## src/rtl/rename_regfile_pkg.sv

```systemverilog
// Shared widths and encodings for the rename register file.
// These are the defaults of the module parameters: data width, register
// index width, ROB tag width and the "no pending producer" tag value.
package rename_regfile_pkg;
  localparam int unsigned   DATA_W_DEF   = 32;
  localparam int unsigned   REG_W_DEF    = 5;
  localparam int unsigned   TAG_W_DEF    = 4;
  localparam logic [3:0]    TAG_FREE_DEF = 4'b1000;
endpackage

```

## src/rtl/rename_regfile_read_port.sv

```systemverilog
// regfile_read_port: one combinational source-operand read.
// Register 0 always reads as data 0 / TAG_FREE. A same-cycle commit to the
// addressed register forwards its data, and frees the tag only when the
// committing tag is still the stored (youngest) producer.
// Ports:
//   rd_addr_i   register index to read
//   data_arr_i  full data array state
//   tag_arr_i   full tag array state
//   com_*_i     commit port from the ROB (bypass source)
//   rd_data_o   operand value
//   rd_tag_o    pending producer tag, TAG_FREE when value is ready
module regfile_read_port
  import rename_regfile_pkg::*;
#(
  parameter int unsigned        DATA_W   = DATA_W_DEF,
  parameter int unsigned        REG_W    = REG_W_DEF,
  parameter int unsigned        TAG_W    = TAG_W_DEF,
  parameter logic [TAG_W-1:0]   TAG_FREE = TAG_FREE_DEF
) (
  input  logic [REG_W-1:0]                     rd_addr_i,
  input  logic [2**REG_W-1:0][DATA_W-1:0]      data_arr_i,
  input  logic [2**REG_W-1:0][TAG_W-1:0]       tag_arr_i,
  input  logic                                 com_en_i,
  input  logic [REG_W-1:0]                     com_addr_i,
  input  logic [DATA_W-1:0]                    com_data_i,
  input  logic [TAG_W-1:0]                     com_tag_i,
  output logic [DATA_W-1:0]                    rd_data_o,
  output logic [TAG_W-1:0]                     rd_tag_o
);
  logic [TAG_W-1:0] stored_tag;

  always_comb begin
    stored_tag = tag_arr_i[rd_addr_i];
    rd_data_o  = data_arr_i[rd_addr_i];
    rd_tag_o   = stored_tag;
    if (rd_addr_i == '0) begin
      rd_data_o = '0;
      rd_tag_o  = TAG_FREE;
    end else if (com_en_i && (com_addr_i == rd_addr_i)) begin
      rd_data_o = com_data_i;
      // A younger rename keeps ownership; only the matching producer frees it.
      if (stored_tag == com_tag_i) rd_tag_o = TAG_FREE;
    end
  end
endmodule

```

## src/rtl/rename_regfile.sv

```systemverilog
// rename_regfile: architectural register file plus per-register rename tag.
// Commits from the ROB write data and release the tag if the committing
// entry is still the youngest producer; renames from decode record the new
// producer tag; flush frees every tag. Reads are combinational with a
// commit bypass; a same-cycle rename is not visible to reads.
// Ports:
//   clk, rst                 clock, synchronous active-high reset
//   rs1_*/rs2_*              two decode read ports (addr in, data/tag out)
//   rename_en/addr/tag       destination rename from decode
//   com_en/addr/data/tag     commit from ROB head
//   flush                    discard all speculative renames
module rename_regfile
  import rename_regfile_pkg::*;
#(
  parameter int unsigned        DATA_W   = DATA_W_DEF,
  parameter int unsigned        REG_W    = REG_W_DEF,
  parameter int unsigned        TAG_W    = TAG_W_DEF,
  parameter logic [TAG_W-1:0]   TAG_FREE = TAG_FREE_DEF
) (
  input  logic              clk,
  input  logic              rst,
  input  logic [REG_W-1:0]  rs1_addr,
  input  logic [REG_W-1:0]  rs2_addr,
  output logic [DATA_W-1:0] rs1_data,
  output logic [TAG_W-1:0]  rs1_tag,
  output logic [DATA_W-1:0] rs2_data,
  output logic [TAG_W-1:0]  rs2_tag,
  input  logic              rename_en,
  input  logic [REG_W-1:0]  rename_addr,
  input  logic [TAG_W-1:0]  rename_tag,
  input  logic              com_en,
  input  logic [REG_W-1:0]  com_addr,
  input  logic [DATA_W-1:0] com_data,
  input  logic [TAG_W-1:0]  com_tag,
  input  logic              flush
);
  localparam int unsigned NREG   = 2**REG_W;
  localparam int unsigned NPORTS = 2;

  logic [NREG-1:0][DATA_W-1:0] data_q, data_d;
  logic [NREG-1:0][TAG_W-1:0]  tag_q,  tag_d;

  always_comb begin
    data_d = data_q;
    tag_d  = tag_q;
    if (com_en && (com_addr != '0)) begin
      data_d[com_addr] = com_data;
      if (tag_q[com_addr] == com_tag) tag_d[com_addr] = TAG_FREE;
    end
    // Rename after commit so a same-cycle rename of the same register wins.
    if (rename_en && (rename_addr != '0)) tag_d[rename_addr] = rename_tag;
    // Flush overrides any rename; commit data above is kept.
    if (flush) begin
      for (int r = 0; r < int'(NREG); r++) tag_d[r] = TAG_FREE;
    end
  end

  always_ff @(posedge clk) begin
    if (rst) begin
      data_q <= '0;
      tag_q  <= {NREG{TAG_FREE}};
    end else begin
      data_q <= data_d;
      tag_q  <= tag_d;
    end
  end

  logic [NPORTS-1:0][REG_W-1:0]  rd_addr;
  logic [NPORTS-1:0][DATA_W-1:0] rd_data;
  logic [NPORTS-1:0][TAG_W-1:0]  rd_tag;

  assign rd_addr = {rs2_addr, rs1_addr};

  for (genvar p = 0; p < NPORTS; p++) begin : g_rd
    regfile_read_port #(
      .DATA_W  (DATA_W),
      .REG_W   (REG_W),
      .TAG_W   (TAG_W),
      .TAG_FREE(TAG_FREE)
    ) u_rd (
      .rd_addr_i (rd_addr[p]),
      .data_arr_i(data_q),
      .tag_arr_i (tag_q),
      .com_en_i  (com_en),
      .com_addr_i(com_addr),
      .com_data_i(com_data),
      .com_tag_i (com_tag),
      .rd_data_o (rd_data[p]),
      .rd_tag_o  (rd_tag[p])
    );
  end

  assign rs1_data = rd_data[0];
  assign rs1_tag  = rd_tag[0];
  assign rs2_data = rd_data[1];
  assign rs2_tag  = rd_tag[1];
endmodule

```

## config.mk

```make
export PLATFORM = sky130hd
export DESIGN_NAME = rename_regfile
export DESIGN_NICKNAME = d
export VERILOG_FILES = /design/src/rtl/rename_regfile_pkg.sv /design/src/rtl/rename_regfile_read_port.sv /design/src/rtl/rename_regfile.sv
export SDC_FILE = /design/constraint.sdc
export NUM_CORES = 2
export LEC_CHECK = 0
export CORE_AREA = 10 10 406 408
export CTS_CLUSTER_SIZE = 20
export DETAILED_ROUTE_END_ITERATION = 8
export DIE_AREA = 0 0 416 418
export PLACE_DENSITY = 0.53
export SLEW_MARGIN = 40
export SYNTH_ARGS = -nofsm -noshare
export SYNTH_HDL_FRONTEND = slang
export SYNTH_HIERARCHICAL = 1
export SYNTH_SLANG_ARGS = --single-unit
```

## constraint.sdc

```tcl
create_clock -name clk -period 4.9 [get_ports clk]
set_clock_uncertainty 0.05 [all_clocks]
set_input_delay 0.98 -clock clk [delete_from_list [all_inputs] [get_ports clk]]
set_output_delay 0.98 -clock clk [all_outputs]
set_load 0.02 [all_outputs]
```

### After elaboration in Yosys (flattened, before gate mapping)

Cells that the tools add are included.

| operators by class | value |
|---|---|
| mux-type cells | 31 |
| reductions and logical operators | 11 |
| bitwise gates (word level) | 3 |
| magnitude comparators | 6 |
| equality and inequality tests | 5 |

Operators with widths:

| kind | number |
|---|---|
| 1024-bit bitwise mux | 1 |
| 128-bit 2-to-1 mux | 3 |
| 32-bit binary-select mux with 5-bit select | 2 |
| 32-bit 2-to-1 mux | 7 |
| 32-bit demux with 5-bit select | 1 |
| 128-bit bitwise mux | 1 |
| 96-bit AND | 1 |
| 96-bit NOT | 1 |
| 4-bit binary-select mux with 5-bit select | 3 |
| 4-bit 2-to-1 mux | 11 |
| 4-bit demux with 5-bit select | 2 |
| 32-bit bitwise OR | 1 |
| 5-bit by 6-bit < comparator with 1-bit output (second input constant) | 4 |
| 4-bit == test | 3 |
| 5-bit == test | 2 |
| 5-bit by 1-bit greater-or-equal comparator with 1-bit output (second input constant) | 2 |
| 5-bit logical NOT | 2 |
| 5-bit nonzero test | 2 |
| 1-bit logical AND | 6 |
| 2-bit OR reduction | 1 |

| storage, ports and cells | value |
|---|---|
| flip-flop bits (word level) | 1152 |
| logic and storage cells | 120 |

### Logic depth before layout (Yosys ltp)

| logic depth | value |
|---|---|
| word-level depth | 10 |
| mapped depth | 12 |
| mapped depth without buffers | 7 |

### Modules after synthesis

Netlist, hierarchy kept.

By module, submodules not included:

| module | cells each | times used | area an instance (um^2) |
|---|---|---|---|
| rename_regfile | 5320 | 1 | 41817.6 |
| regfile_read_port | 866 | 2 | 10204.8 |

### Worst setup path after synthesis

No wires, ideal clock.

| path | value |
|---|---|
| kind | input -> output |
| start | input rs1_addr[0] |
| end | output rs1_tag[0] |
| stages | 9 |
| setup slack | 0.874 ns |
| arrival | 2.996 ns |
| data required time | 3.870 ns |
| path buffers | 3 |
| cells stage by stage | buf_6 buf_6 buf_2 mux2i_1 o22ai_1 a2111o_1 a21boi_1 and4b_1 a31oi_1 |

| on the way | value |
|---|---|
| cells in the longest elaborated chain, start to end | 6 |
| elaborated cells on any way between the ends | 9 |
| classes of those cells | 2 x eq/ne; 5 x mux; 2 x reduce/logical |

Ends and longest elaborated chain:

| element | line | text |
|---|---|---|
| start, declared | rename_regfile.sv:22 | `input logic [REG_W-1:0] rs1_addr,` |
| 4-bit binary-select mux with 5-bit select | rename_regfile_read_port.sv:33 | `stored_tag = tag_arr_i[rd_addr_i];` |
| 4-bit 2-to-1 mux (not written as such) | rename_regfile_read_port.sv:33 |  |
| 4-bit == test | rename_regfile_read_port.sv:42 | `if (stored_tag == com_tag_i) rd_tag_o = TAG_FREE;` |
| 4-bit 2-to-1 mux | rename_regfile_read_port.sv:42 |  |
| 4-bit 2-to-1 mux | rename_regfile_read_port.sv:39 | `end else if (com_en_i && (com_addr_i == rd_addr_i)) begin` |
| 4-bit 2-to-1 mux (*) | rename_regfile_read_port.sv:36 | `if (rd_addr_i == '0) begin` |
| end, declared | rename_regfile.sv:25 | `output logic [TAG_W-1:0] rs1_tag,` |

Mark *: on every way between the ends. The rest lies on a longest branch, timed or not. The select of a mux whose other input is x is not followed.

### Worst setup path in the final report

| path | value |
|---|---|
| start | input rs1_addr[1] |
| end | output rs1_data[14] |

| on the way | value |
|---|---|
| cells in the longest elaborated chain, start to end | 4 |
| elaborated cells on any way between the ends | 7 |
| classes of those cells | 1 x eq/ne; 4 x mux; 2 x reduce/logical |

Ends and longest elaborated chain:

| element | line | text |
|---|---|---|
| 32-bit binary-select mux with 5-bit select / 5-bit == test (equally long branches) | rename_regfile_read_port.sv:34, rename_regfile_read_port.sv:39 |  |
| 32-bit 2-to-1 mux (not written as such) / 1-bit logical AND (equally long branches) | rename_regfile_read_port.sv:34, rename_regfile_read_port.sv:39 |  |
| 32-bit 2-to-1 mux | rename_regfile_read_port.sv:39 |  |
| 32-bit 2-to-1 mux (*) | rename_regfile_read_port.sv:36 |  |
| end, declared | rename_regfile.sv:24 | `output logic [DATA_W-1:0] rs1_data,` |

Marks and branches as above.

==> flow_summary.yaml <==
status:
  run_status: "finished clean"
critical_path:
  start_kind: "primary input"
  setup.worst_path.end_class: "output port"
  delay_heaviest_family_cp: "buffers and inverters"
  critical-path-slowest-cell: "sky130_fd_sc_hd__clkdlybuf4s50_1"
  worstSetupPathType: "primary input to output port"
  regToRegSetupSlack_ps: 2190
  crit_fanout: 20
  arrival_ps: 3840
  path_buf_inv: 5
  cp_cell_sequence: "buf_8 > buf_4 > buf_12 > buf_4 > mux4_2 > mux4_2 > nand2b_1 > a22oi_1 > nor2_1 > clkdlybuf4s50_1"
  timing.critical_path.slowest_cell_delay_ps: 570
  critPathRequiredTime_ps: 3870
power:
  power.internal_w: 0.0164
  p_per_area_nw_per_um2: 307
  power_switching_w: 0.00576
  switching_fraction_of_total_power_pct: 26.0
  peakVddDrop_mv: 0.360
  power_frac_seq_pct: 42.9
  static-leakage-power_nw: 24.5
  power_frac_comb_pct: 10.4
  clock_power_share_pct: 46.7
global_route:
  grt_start_max_net_pins: 162
  global_routing_usage_on_met3_pct: 6.21
  grt_first_pass_wirelength_um: 391000
  gr-usage-met1_pct: 39.3
  overflow: 0
  grt_pass1_vias: 54100
  grtUsageMet2_pct: 47.2
  track_usage_pct: 30.2
  antenna_found_initial: 9
  gr-max-usage-layer: "met2"
yosys:
  yosysTopAreaCellShare_pct: 37.1
  synth_area_leaders: "sky130_fd_sc_hd__dfxtp_1 (37%), sky130_fd_sc_hd__mux4_2 (17%), sky130_fd_sc_hd__nand2_1 (13%)"
  most_used_standard_cells_in_the_synthesized_netlist: "sky130_fd_sc_hd__nand2_1 (2173), sky130_fd_sc_hd__a21oi_1 (1154), sky130_fd_sc_hd__dfxtp_1 (1152)"
  ys_seq_elements: 1152
  ys_seq_area_share_pct: 37.1
  post-synth-top-count-cell: "sky130_fd_sc_hd__nand2_1"
  synth.lib_cells_used.distinct: 57
  netlist_area_before_placement_um2: 62200
  dominantRegCellSynth: "sky130_fd_sc_hd__dfxtp_1"
  synth_edf_count: 0
  yosysWarnings: 6
  postSynthAreaPerCell_um2: 8.82
  synth-async-reset-ratio_pct: 0
  syn-instance-count: 7052
  library_cell_with_the_largest_summed_area_after_synthesis: "sky130_fd_sc_hd__dfxtp_1"
  net_count_of_the_mapped_netlist: 7117
layout:
  final.fill_count: 14900
  areaGrowthSynthToFinish_pct: 15.7
  layout.cells.non_filler: 9190
  finish.net_count: 7078
  final_layout_size_suffix_gt1_share_pct: 18.6
  final_area_um2: 72000
sta:
  rsz_0062_raised_after_global_routing: "true"
  hold_viol: 0
  transition_time_at_the_pin_with_the_least_slew_margin_ps: 1020
  slew_headroom_pct: 32.3
  report.final.setup_viol: 0
  fmax_ghz: 0.205
  slew_violations: 0
  timing.final.crit_share_pct: 99.3
  shortest_period_the_worst_path_allows_ps: 4870
placed_design:
  placed_cell_areas_um2: 67200
  gp_congestion: 0.992
  port_buffers: 136
  place.detailed.hpwl_um: 170000
  placedCellCount: 8950
clock_network:
  htree_num_levels: 4
  tritoncts.num_buffers: 130
  clock_tree_from_tritoncts: "built"
  reg_clk_slew_reported_paths_ps: 60
  clk_latency_ps: 770
  cts.repair_timing.setup_buffer_count: 0
  clk_path_buf_depth: 3
  cts-root-buf: "sky130_fd_sc_hd__clkbuf_16"
  cts.sink_count: 1152
drt:
  postRouteWirelength_um: 274000
  route.detailed.vias_per_inst: 6.29
  drt_iter0_drc: 7321
  average_routed_wire_per_standard_cell_um: 29.8
  drtPass1Iterations: 6
  antenna_violating_nets_post_route: 0
  post-route-drc-count: 0
  num_vias: 57800
die:
  core-area_um2: 157000
  design.die.area_um2: 174000
  io_pins: 137
  die_extent_in_x_um: 416
  core_rows: 146
  initial_utilization_pct: 39.6
  dieHeight_um: 418
run:
  maxCapViolations: 0
min_path:
  hold_path.class: "flip-flop to flip-flop"
registers in the layout, summed over array words and instances, names as in the netlist:
signal and flops:
data_q 1024, tag_q 128
kinds of logic (layout without fill, tap and decap cells):
group	Yosys count	in the layout	share of synthesized area (%)
buf+inv	708	769	5.39
compound gates	1707	1707	15.9
flops	1152	1152	37.1
xor+xnor	18	18	0.253
mux	880	880	24.8
simple gates	2587	2587	16.6
other cells	0	5	0
per-stage QoR:
stage / power, W / TNS, ps / setup slack, ps / hold WS [ps] / utilization [%]
after global placement: 0.0119 / -417 / -171 / 398 / 42.7
after global routing: 0.0226 / -84.0 / -69.3 / 432 / 45.8
after floorplan: 0.0110 / 0 / 874 / 390 / -
after CTS: 0.0221 / 0 / 2.10 / 414 / 45.6
after detailed placement: 0.0119 / -470 / -159 / 406 / 42.8
final: 0.0221 / 0 / 32.5 / 413 / 45.8
what timing repair did:
| action | 4_1_cts | 5_1_grt |
|---|---|---|
| setup endpoints to repair | 8 | 43 |
| hold buffers | 0 | 0 |
| cloned | 0 | 2 |
| gates resized for setup | 9 | 46 |
power groups by stage:
stage                     clock network [W]  logic [W]  registers (W)
final                                0.0103    0.00229        0.00948
after floorplan                           0    0.00128        0.00967
after global routing                 0.0107    0.00236        0.00948
after global placement                    0    0.00221        0.00968
after detailed placement                  0    0.00223        0.00969
after CTS                            0.0104    0.00223        0.00948
cell usage in the layout (no fill, tap or decap), types with 29 or more instances in the layout:
| cell type | n |
|---|---|
| sky130_fd_sc_hd__a211o_1 | 38 |
| sky130_fd_sc_hd__a211oi_1 | 44 |
| sky130_fd_sc_hd__a21oi_1 | 1152 |
| sky130_fd_sc_hd__a22oi_1 | 50 |
| sky130_fd_sc_hd__a32oi_1 | 93 |
| sky130_fd_sc_hd__buf_12 | 77 |
| sky130_fd_sc_hd__buf_4 | 314 |
| sky130_fd_sc_hd__clkbuf_16 | 139 |
| sky130_fd_sc_hd__clkbuf_8 | 42 |
| sky130_fd_sc_hd__clkdlybuf4s50_1 | 80 |
| sky130_fd_sc_hd__dfxtp_1 | 1152 |
| sky130_fd_sc_hd__dlymetal6s2s_1 | 29 |
| sky130_fd_sc_hd__mux2_2 | 110 |
| sky130_fd_sc_hd__mux2i_1 | 260 |
| sky130_fd_sc_hd__mux4_1 | 30 |
| sky130_fd_sc_hd__mux4_2 | 478 |
| sky130_fd_sc_hd__nand2_1 | 2145 |
| sky130_fd_sc_hd__nand2b_1 | 50 |
| sky130_fd_sc_hd__nand3_1 | 32 |
| sky130_fd_sc_hd__nor2_1 | 132 |
| sky130_fd_sc_hd__nor2b_1 | 40 |
| sky130_fd_sc_hd__nor3_1 | 52 |
| sky130_fd_sc_hd__o21ai_0 | 109 |
| sky130_fd_sc_hd__o221ai_1 | 42 |
| sky130_fd_sc_hd__o22ai_1 | 49 |
area by class of cell:
| cell class | instances | area [um2] | area share (%) |
|---|---|---|---|
| inverters | 6 | 22.5 | 0.0313 |
| clock inverters | 30 | 365 | 0.508 |
| clock buffers | 202 | 4090 | 5.69 |
| well taps | 2072 | 2590 | 3.60 |
| diodes | 5 | 12.5 | 0.0174 |
| multi-input cells | 5192 | 36300 | 50.4 |
| flip-flops and latches | 1152 | 23100 | 32.0 |
| repair buffers | 531 | 5570 | 7.74 |
worst paths after layout:
| check | end | from | cells after the start |
|---|---|---|---|
| worst min register to register | data_q[621]$_SDFFE_PP0P_ | data_q[621]$_SDFFE_PP0P_ | 2 |
| worst max-delay path | rs1_data[14] | rs1_addr[1] | 10 |
| worst min-delay path | data_q[621]$_SDFFE_PP0P_ | data_q[621]$_SDFFE_PP0P_ | 2 |
| worst max register to register | tag_q[96]$_SDFF_PP0_ | tag_q[63]$_SDFF_PP1_ | 8 |
tightest hold or removal path, cell delays in order, from the launching register on:
cell                      delay (ps)
sky130_fd_sc_hd__dfxtp_1         310
sky130_fd_sc_hd__nand2_1          50
sky130_fd_sc_hd__a21oi_1          50
per-layer routing:
| layer | vias up | wire, um |
|---|---|---|
| li1 | 25000 | - |
| met1 | 28800 | 107000 |
| met2 | 3216 | 123000 |
| met3 | 720 | 27400 |
| met4 | 4 | 15700 |
| met5 | - | 28 |
(Power assumes the default switching activity.)
